[src/rtl/sum16_ctrl_pkg.sv]
// sum16_ctrl_pkg: shared FSM encoding and default operand size for sum16_ctrl.
package sum16_ctrl_pkg;
  typedef enum logic [1:0] {IDLE, RUN, DONE} state_t;
  localparam int NIBBLES_DEF = 4;
endpackage

[src/rtl/sum4.sv]
// sum4: 4-bit full adder with carry in and carry out.
module sum4 (
  input  logic [3:0] a,
  input  logic [3:0] b,
  input  logic       ci,
  output logic [3:0] s,
  output logic       co
);
  assign {co, s} = {1'b0, a} + {1'b0, b} + {4'b0, ci};
endmodule

[src/rtl/sum16_ctrl.sv]
// sum16_ctrl: nibble-serial adder that reuses one sum4 over NIBBLES cycles.
module sum16_ctrl
  import sum16_ctrl_pkg::*;
#(
  parameter int NIBBLES = NIBBLES_DEF
) (
  input  logic                 clk,
  input  logic                 rst_n,
  input  logic                 start,
  input  logic [4*NIBBLES-1:0] a,
  input  logic [4*NIBBLES-1:0] b,
  input  logic                 c_in,
  output logic [4*NIBBLES-1:0] S,
  output logic                 c_out,
  output logic                 ovf,
  output logic                 busy,
  output logic                 done
);
  localparam int W  = 4 * NIBBLES;
  localparam int CW = NIBBLES > 1 ? $clog2(NIBBLES) : 1;
  state_t state, nxt;
  logic [CW-1:0] cnt;
  logic [CW+1:0] idx;
  logic [W-1:0] ra, rb;
  logic carry, last, nco;
  logic [3:0] nsum;
  assign idx  = {cnt, 2'b00};
  assign last = cnt == CW'(NIBBLES - 1);
  sum4 u_add (.a(ra[idx +: 4]), .b(rb[idx +: 4]), .ci(carry), .s(nsum), .co(nco));
  always_ff @(posedge clk or negedge rst_n)
    if (!rst_n) state <= IDLE;
    else state <= nxt;
  always_comb begin
    nxt  = state == IDLE ? (start ? RUN : IDLE) : state == RUN ? (last ? DONE : RUN) : IDLE;
    busy = state != IDLE;
    done = state == DONE;
  end
  // Operands are latched at accept so later input changes cannot disturb the result.
  always_ff @(posedge clk or negedge rst_n)
    if (!rst_n) begin
      ra    <= '0;
      rb    <= '0;
      carry <= 1'b0;
      cnt   <= '0;
      S     <= '0;
    end else if (state == IDLE && start) begin
      ra    <= a;
      rb    <= b;
      carry <= c_in;
      cnt   <= '0;
    end else if (state == RUN) begin
      S[idx +: 4] <= nsum;
      carry       <= nco;
      cnt         <= cnt + 1'b1;
    end
  assign c_out = carry;
  assign ovf   = (ra[W-1] == rb[W-1]) && (S[W-1] != ra[W-1]);
endmodule

[config.mk]
export PLATFORM = sky130hd
export DESIGN_NAME = sum16_ctrl
export DESIGN_NICKNAME = d
export VERILOG_FILES = /design/src/rtl/sum16_ctrl_pkg.sv /design/src/rtl/sum4.sv /design/src/rtl/sum16_ctrl.sv
export SDC_FILE = /design/constraint.sdc
export NUM_CORES = 1
export LEC_CHECK = 0
export CAP_MARGIN = 20
export CELL_PAD_IN_SITES_DETAIL_PLACEMENT = 0
export CELL_PAD_IN_SITES_GLOBAL_PLACEMENT = 1
export CORE_MARGIN = 2
export CORE_UTILIZATION = 40
export CTS_BUF_LIST = sky130_fd_sc_hd__clkbuf_4 sky130_fd_sc_hd__clkbuf_8 sky130_fd_sc_hd__clkbuf_16
export DETAILED_ROUTE_END_ITERATION = 16
export GPL_TIMING_DRIVEN = 1
export PLACE_DENSITY = 0.77
export SLEW_MARGIN = 40
export SYNTH_ARGS = -nofsm -noshare
export SYNTH_HDL_FRONTEND = slang
export SYNTH_SLANG_ARGS = --single-unit
[constraint.sdc]
create_clock -name clk -period 3.44 [get_ports clk]
set_input_delay 0.516 -clock clk [delete_from_list [all_inputs] [get_ports clk]]
set_output_delay 0.516 -clock clk [all_outputs]
set_load 0.1 [all_outputs]
# Yosys cells after proc, flatten, opt, wreduce, memory -nomap -nowiden
# Cells that the tools add are included.
# Widths: inputs -> output; s select.
[word_totals] reg_bits=53 inputBits=36 output_inout_bits=20 word_cells=35
[classes] add_sub_neg=4 n_eq_ne=5 n_shift=4 muxes=9 n_bitwise=1 reduce_logical=6
[ops] operator="$shiftx 16x5->4" count=2
[ops] operator="$bwmux 16" count=1
[ops] operator="$shift 4x6->16 const A" count=1
[ops] operator="$shiftx 4x6->16" count=1
[ops] operator="$mux 2" count=5
[ops] operator="$neg 4->6" count=1
[ops] operator="$add 4x4->5" count=1
[ops] operator="$add 5x1->5" count=1
[ops] operator="$eq 2x2->1 const B" count=2
[ops] operator="$reduce_bool 2->1" count=2
[ops] operator="$mux 1" count=3
[ops] operator="$add 2x1->2 const B" count=1
[ops] operator="$eq 2x1->1 const B" count=1
[ops] operator="$logic_and 1x1->1" count=2
[ops] operator="$logic_not 2->1" count=1
[ops] operator="$reduce_and 2->1" count=1
[ops] operator="$eq 1x1->1" count=1
[ops] operator="$ne 1x1->1" count=1
[ops] operator="$not 1->1" count=1

# Longest topological paths before layout
# Gate-level depths: netlist of run 1.
[depth] ltp_word=5 depth_mapped=8 ltp_nobuf=6

# Hierarchy
# A second synthesis of run 1 with hierarchy kept.
[unflattened] cells_unflattened=191 area_unflattened_um2=2626.3
[modules_own_cells] module="sum16_ctrl" n_inst=1 cells_per_inst=175 area_per_inst_um2=2482.4 seq_area_each_um2=1326.3
[modules_own_cells] module="sum4" n_inst=1 cells_per_inst=16 area_per_inst_um2=143.9 seq_area_each_um2=0.0

# Least setup slack after synthesis of run 1
# OpenSTA, ideal clock, no wires.
[synth_timing] path_kind="register to output" from="register S[15]" to="output port ovf" arrival_time_ns=3.021 t_required_ns=2.924 setup_slack_ns=-0.097 stages_incl_launch_ff=2 n_path_buf=0 cell_sequence="dfrtp_1 o21ai_0"
[synth_via] elab_chain_cells=2
[synth_lines] item="start, declared" line_no="sum16_ctrl.sv:13" text="output logic [4*NIBBLES-1:0] S,"
[synth_lines] item="start signal, assigned by index" line_no="sum16_ctrl.sv:52" text="S[idx +: 4] <= nsum;"
[synth_lines] item="$ne 1x1->1" line_no="sum16_ctrl.sv:57" text="assign ovf = (ra[W-1] == rb[W-1]) && (S[W-1] != ra[W-1]);"
[synth_lines] item="$logic_and 1x1->1" line_no="sum16_ctrl.sv:57"
[synth_lines] item="end, declared" line_no="sum16_ctrl.sv:15" text="output logic ovf,"
# Every way passes these cells.

# Worst setup path in the final report of run 1
[layout_timing] from="register cnt[0]" to="register carry (netlist: c_out)"
[layout_via] elab_chain_cells=5 elab_cells_between_ends=6 classes_between="add/sub (2); shift (2); mux (2)"
[layout_lines] item="start, declared" line_no="sum16_ctrl.sv:22" text="logic [CW-1:0] cnt;"
[layout_lines] item="start signal, assigned" line_no="sum16_ctrl.sv:54" text="cnt <= cnt + 1'b1;"
[layout_lines] item="$shiftx 16x5->4" line_no="sum16_ctrl.sv:29" text="sum4 u_add (.a(ra[idx +: 4]), .b(rb[idx +: 4]), .ci(carry), .s(nsum), .co(nco));"
[layout_lines] item="$add 4x4->5 (*)" line_no="sum4.sv:9" text="assign {co, s} = {1'b0, a} + {1'b0, b} + {4'b0, ci};"
[layout_lines] item="$add 5x1->5 (*)" line_no="sum4.sv:9"
[layout_lines] item="$mux 1 (*)" line_no="sum16_ctrl.sv:51" text="end else if (state == RUN) begin"
[layout_lines] item="$mux 1 (*)" line_no="sum16_ctrl.sv:46" text="end else if (state == IDLE && start) begin"
[layout_lines] item="end signal, assigned" line_no="sum16_ctrl.sv:49" text="carry <= c_in;"
[layout_lines] item="end signal, assigned" line_no="sum16_ctrl.sv:53" text="carry <= nco;"
[layout_lines] item="end, declared" line_no="sum16_ctrl.sv:25" text="logic carry, last, nco;"
# Mark *: on every way between the ends. The rest lies on a longest branch, timed or not. The select of a mux whose other input is x is not followed.
# A chain may end at the register's enable or synchronous reset.

==> results of run 1 <==
flip-flops by register name (all words and copies together), names as in the netlist:
name and flops:
S 16, ra 16, rb 16, cnt 2
state 2, c_out 1
stage by stage:
step / setup WS, ns / area [sq um] / util [%] / hold WS, ns
6_report: 0.832 / 3170 / 52.6 / 0.178
5_1_grt: 0.648 / 3170 / 52.6 / 0.208
3_3_place_gp: 0.842 / 3130 / 52.0 / 0.466
4_1_cts: 0.785 / 3170 / 52.6 / 0.197
3_5_place_dp: 0.806 / 3050 / 50.6 / 0.468
2_1_floorplan: 0.663 / 2530 / - / 0.220
cell families (layout without fill, tap and decap cells):
logic type,count (synthesis),after routing,synth area share [%]
AO/OA/AOI/OAI,25,25,7.75
flip-flops,53,53,52.3
multiplexers,40,40,21.3
adder cells (fa/ha/maj),11,11,6.02
buffers and inverters,10,68,2.67
AND/OR/NAND/NOR,37,37,9.53
XOR/XNOR,1,1,0.346
layout by cell type (no fill, tap or decap), drive strengths merged, types with 2 or more instances in the layout:
cell type,Yosys,final
dfrtp,53,53
clkdlybuf4s50,0,34
mux2,32,32
buf,7,24
nand2,12,12
ha,9,9
mux4,8,8
a22o,8,8
o31ai,7,7
clkbuf,1,7
nor2,5,5
nand3b,5,5
o21ai,4,4
inv,2,2
or2,2,2
or3,2,2
a211oi,2,2
fa,2,2
nor3b,2,2
routing by layer:
metal / GRT usage [%] / vias up / part of all wire [%]
met4: 3.96 / 0 / 1.1
met3: 4.95 / 7 / 6.1
li1: - / 768 / -
met5: 0 / - / 0
met2: 24.4 / 44 / 46
met1: 19.3 / 795 / 46
layout make-up:
class / count / area, sq um / area share (%)
Inverter: 2 / 7.51 / 0.237
Multi-Input combinational cell: 114 / 1150 / 36.1
Timing Repair Buffer: 58 / 478 / 15.1
Tap cell: 75 / 93.8 / 2.96
Clock inverter: 1 / 30.0 / 0.947
Sequential cell: 53 / 1330 / 41.8
Clock buffer: 7 / 90.1 / 2.84
worst paths after layout:
| path | depth (start not counted) | slack, ns | to | from |
|---|---|---|---|---|
| min reg2reg | 2 | 0.49 | S[7]$_DFFE_PN0P_ | S[7]$_DFFE_PN0P_ |
| min in group clk | 2 | 0.49 | S[7]$_DFFE_PN0P_ | S[7]$_DFFE_PN0P_ |
| max in group asynchronous | 2 | 2.70 | ra[1]$_DFFE_PN0P_ | rst_n |
| max | 6 | 0.83 | c_out$_DFFE_PN0P_ | cnt[0]$_DFFE_PN0P_ |
| max reg2reg | 6 | 0.83 | c_out$_DFFE_PN0P_ | cnt[0]$_DFFE_PN0P_ |
| min | 1 | 0.18 | state[1]$_DFF_PN0_ | rst_n |
==> results.json, run 1 <==
{
  "antennaDiodeCount": 0,
  "arrival_ns": 2.79,
  "netlist.area_leader.share_pct": 52.3,
  "routed_wirelength_microns": 4870,
  "slew_viol_final": 0,
  "overflow": 0,
  "crit_path_frequent_cell": "fa_1",
  "io_buffers": 55,
  "setup-tns-final_ns": 0,
  "worstPathMaxFanout": 6,
  "h-tree-depth": 2,
  "skew_ns": 0.00610,
  "synth_ff_type": "dfrtp_1",
  "stdcell_count": 310,
  "drtIter0Drc": 41,
  "clockBufferDepth": 2,
  "cts_buffers": 5,
  "cap_violations": 0,
  "slowest_delay_ns": 0.57,
  "fill_cells": 542,
  "antenna_found_initial": 0,
  "syn_to_final_growth_pct": 25.2,
  "outcome": "finished clean",
  "io-pin-count": 56,
  "netlist_top_cells_area": "dfrtp_1, mux2_2, mux4_2",
  "die_y_microns": 83.6,
  "crit_path_end_kind": "register",
  "root_buffer": "clkbuf_8",
  "cts_tree": "yes",
  "grt_start_max_net_pins": 44,
  "cp-start-kind": "register",
  "vias": 1614,
  "syn-num-nets": 224,
  "design.core.area_sq_um": 6030,
  "rsz0062_at_grt": "false",
  "synth.most_common_cell": "dfrtp_1",
  "drtAntennaViolNets": 0,
  "critical_path_class": "reg2reg",
  "firstDrtPassIters": 4,
  "finalSetupViolCount": 0,
  "period_needed_ns": 2.61,
  "crit_path_top_delay_cell": "mux4_2",
  "ys_async_sr_fraction_pct": 100,
  "critical_path.top_delay_family": "adder cells",
  "hold_class": "in2async",
  "max_freq_ghz": 0.383,
  "path_buf_inv": 0,
  "cts_setup_buffers": 0,
  "clkLatencyLatePin_ns": 0.31,
  "ys_ff_latch": 53,
  "nets": 281,
  "yosys.area.top_type": "dfrtp_1",
  "dp_hpwl_microns": 3570,
  "clkTransAtPathRegs_ns": 0.09,
  "syn_area_sq_um": 2530,
  "relSlewSlack_pct": 61.1,
  "die_w_microns": 83.6,
  "avgSynthCellArea_sq_um": 14.3,
  "grtUsageTotal_pct": 15.0,
  "first_global_vias": 1676,
  "yosys_warnings": 0,
  "drive_gt1_share_pct": 34.0,
  "die-area_sq_um": 6990,
  "cp_cell_sequence": "mux4_2 > fa_1 > fa_1 > a21o_1 > a211oi_1 > o31ai_1",
  "worstMarginPinSlew_ns": 0.582,
  "hold_viol_final": 0,
  "placementRows": 28,
  "grt_pass1_wl_microns": 8300,
  "cts-hold-fix-buffers": 0,
  "synth_common_cells": "dfrtp_1, mux2_2, nand2_1",
  "synth_seq_area_share_pct": 52.3,
  "netlist-cell-type-count": 37,
  "place_congestion": 0.771,
  "start_util_pct": 42.0,
  "worstPathRequired_ns": 3.63,
  "clock_sinks": 53,
  "netlist_instances": 177,
  "vias_per_cell": 5.21,
  "drc": 0,
  "ctsResizeCount": 0,
  "synth-edff-count": 0,
  "finalCritPeriodShare_pct": 75.8,
  "dp_cells": 302,
  "wl_per_cell_microns": 15.7
}
Power of run 1 is not shown: default switching activity piles up to over one toggle a cycle in this logic, so the estimate is an artifact.
==> inputs of run 2 (changes only) <==
==> constraint.sdc (replaced) <==
create_clock -name clk -period 2.74 [get_ports clk]
set_input_delay 0.411 -clock clk [delete_from_list [all_inputs] [get_ports clk]]
set_output_delay 0.411 -clock clk [all_outputs]
set_load 0.1 [all_outputs]
==> results.json, run 2 (same netlist as run 1, synthesis figures left out) <==
{
  "outcome": "finished clean",
  "worstMarginPinSlew_ns": 0.502,
  "fill_cells": 530,
  "finalCritPeriodShare_pct": 92.2,
  "worstPathMaxFanout": 4,
  "drtAntennaViolNets": 0,
  "reg_top3": "S x16, ra x16, rb x16",
  "cts_setup_buffers": 0,
  "cts_buffers": 5,
  "drtIter0Drc": 77,
  "setup-tns-final_ns": 0,
  "die_w_microns": 83.6,
  "rsz0062_at_grt": "false",
  "routed_wirelength_microns": 4930,
  "hold_viol_final": 0,
  "critical_path.startpoint": "cnt[0]$_DFFE_PN0P_",
  "r2r-start": "cnt[0]$_DFFE_PN0P_",
  "clock_sinks": 53,
  "vias": 1621,
  "crit_path_end_kind": "register",
  "overflow": 0,
  "worstPathRequired_ns": 2.92,
  "syn_to_final_growth_pct": 26.8,
  "die_y_microns": 83.6,
  "clkTransAtPathRegs_ns": 0.10,
  "ctsResizeCount": 0,
  "critical_path_class": "reg2reg",
  "drc": 0,
  "relSlewSlack_pct": 66.5,
  "crit_end": "c_out$_DFFE_PN0P_",
  "arrival_ns": 2.70,
  "ff2ff_setup_slack_ns": 0.21,
  "first_global_vias": 1646,
  "antenna_found_initial": 0,
  "placementRows": 28,
  "cts_tree": "yes",
  "hold_class": "in2async",
  "design.core.area_sq_um": 6030,
  "vias_per_cell": 5.16,
  "grtUsageTotal_pct": 14.8,
  "nets": 285,
  "cap_violations": 0,
  "place_congestion": 0.744,
  "cp-start-kind": "register",
  "h-tree-depth": 2,
  "root_buffer": "clkbuf_8",
  "max_freq_ghz": 0.396,
  "finalSetupViolCount": 0,
  "die-area_sq_um": 6990,
  "start_util_pct": 42.0,
  "layout_common_cells": "dfrtp_1, clkdlybuf4s50_1, mux2_2, buf_4, nand2_1",
  "antennaDiodeCount": 0,
  "clkLatencyLatePin_ns": 0.30,
  "final_common_cell": "dfrtp_1",
  "dp_hpwl_microns": 3680,
  "reg2reg_to": "c_out$_DFFE_PN0P_",
  "reg2reg_depth": 6,
  "grt_pass1_wl_microns": 8290,
  "firstDrtPassIters": 4,
  "slew_viol_final": 0,
  "wl_per_cell_microns": 15.7,
  "io_buffers": 55,
  "clockBufferDepth": 2,
  "io-pin-count": 56,
  "drive_gt1_share_pct": 35.1,
  "skew_ns": 0.00979,
  "cts-hold-fix-buffers": 0,
  "grt_start_max_net_pins": 38,
  "period_needed_ns": 2.53
}
## run 2: metal layers
layer  vias to the layer above  routed length (microns)  global-route usage (%)
met1                       797                     2320                    20.2
met5                         -                        0                       0
met2                        41                     2360                    24.3
met3                         5                      224                    3.46
met4                         0                       27                    3.08
li1                        778                        -                       -
## run 2: worst min path at each step
stage           from            endpoint  slack [ns]  depth (start not counted)
2_1_floorplan  rst_n    S[0]$_DFFE_PN0P_        0.12                          0
3_3_place_gp   rst_n  state[1]$_DFF_PN0_        0.41                          1
3_5_place_dp   rst_n    S[3]$_DFFE_PN0P_        0.41                          1
4_1_cts        rst_n   rb[7]$_DFFE_PN0P_        0.08                          1
6_report       rst_n  state[1]$_DFF_PN0_        0.06                          1
5_1_grt        rst_n   rb[7]$_DFFE_PN0P_         0.1                          1
## run 2: area by class of cell
cell class              count  area [sq um]  share of cell area [%]
clock buffers               5          68.8                    2.14
repair buffers             62           548                    17.1
clock inverters             3          21.3                   0.662
multi-input cells         114          1150                    35.7
inverters                   2          7.51                   0.234
flip-flops and latches     53          1330                    41.3
well taps                  75          93.8                    2.92
## run 2: through the flow
step	hold WS, ns	cell area [sq um]	setup slack (ns)	instances	util [%]
2_1_floorplan	0.115	2530	0.0682	177	-
3_3_place_gp	0.411	3120	0.302	306	51.8
3_5_place_dp	0.413	3120	0.220	306	51.8
4_1_cts	0.0781	3210	0.187	314	53.3
5_1_grt	0.0962	3210	0.0740	314	53.3
6_report	0.0615	3210	0.214	314	53.3
## run 2: worst max-delay path: stages, from the launching register on
cell	delay (ns)
dfrtp_1	0.44
mux4_2	0.56
fa_1	0.45
fa_1	0.42
a21o_1	0.19
a211oi_1	0.23
o31ai_1	0.10
Power of run 2 is left out for the same reason.
==> inputs of run 3 (changes only) <==
--- a/config.mk
+++ b/config.mk
@@ -11,6 +11,7 @@
 export CORE_MARGIN = 2
 export CORE_UTILIZATION = 40
 export CTS_BUF_LIST = sky130_fd_sc_hd__clkbuf_4 sky130_fd_sc_hd__clkbuf_8 sky130_fd_sc_hd__clkbuf_16
+export CTS_CLUSTER_DIAMETER = 60
 export DETAILED_ROUTE_END_ITERATION = 16
 export GPL_TIMING_DRIVEN = 1
 export PLACE_DENSITY = 0.77
==> results of run 3 <==
Final layout, timing and power as in run 2 (identical DEF).
Power of run 3 is left out for the same reason.
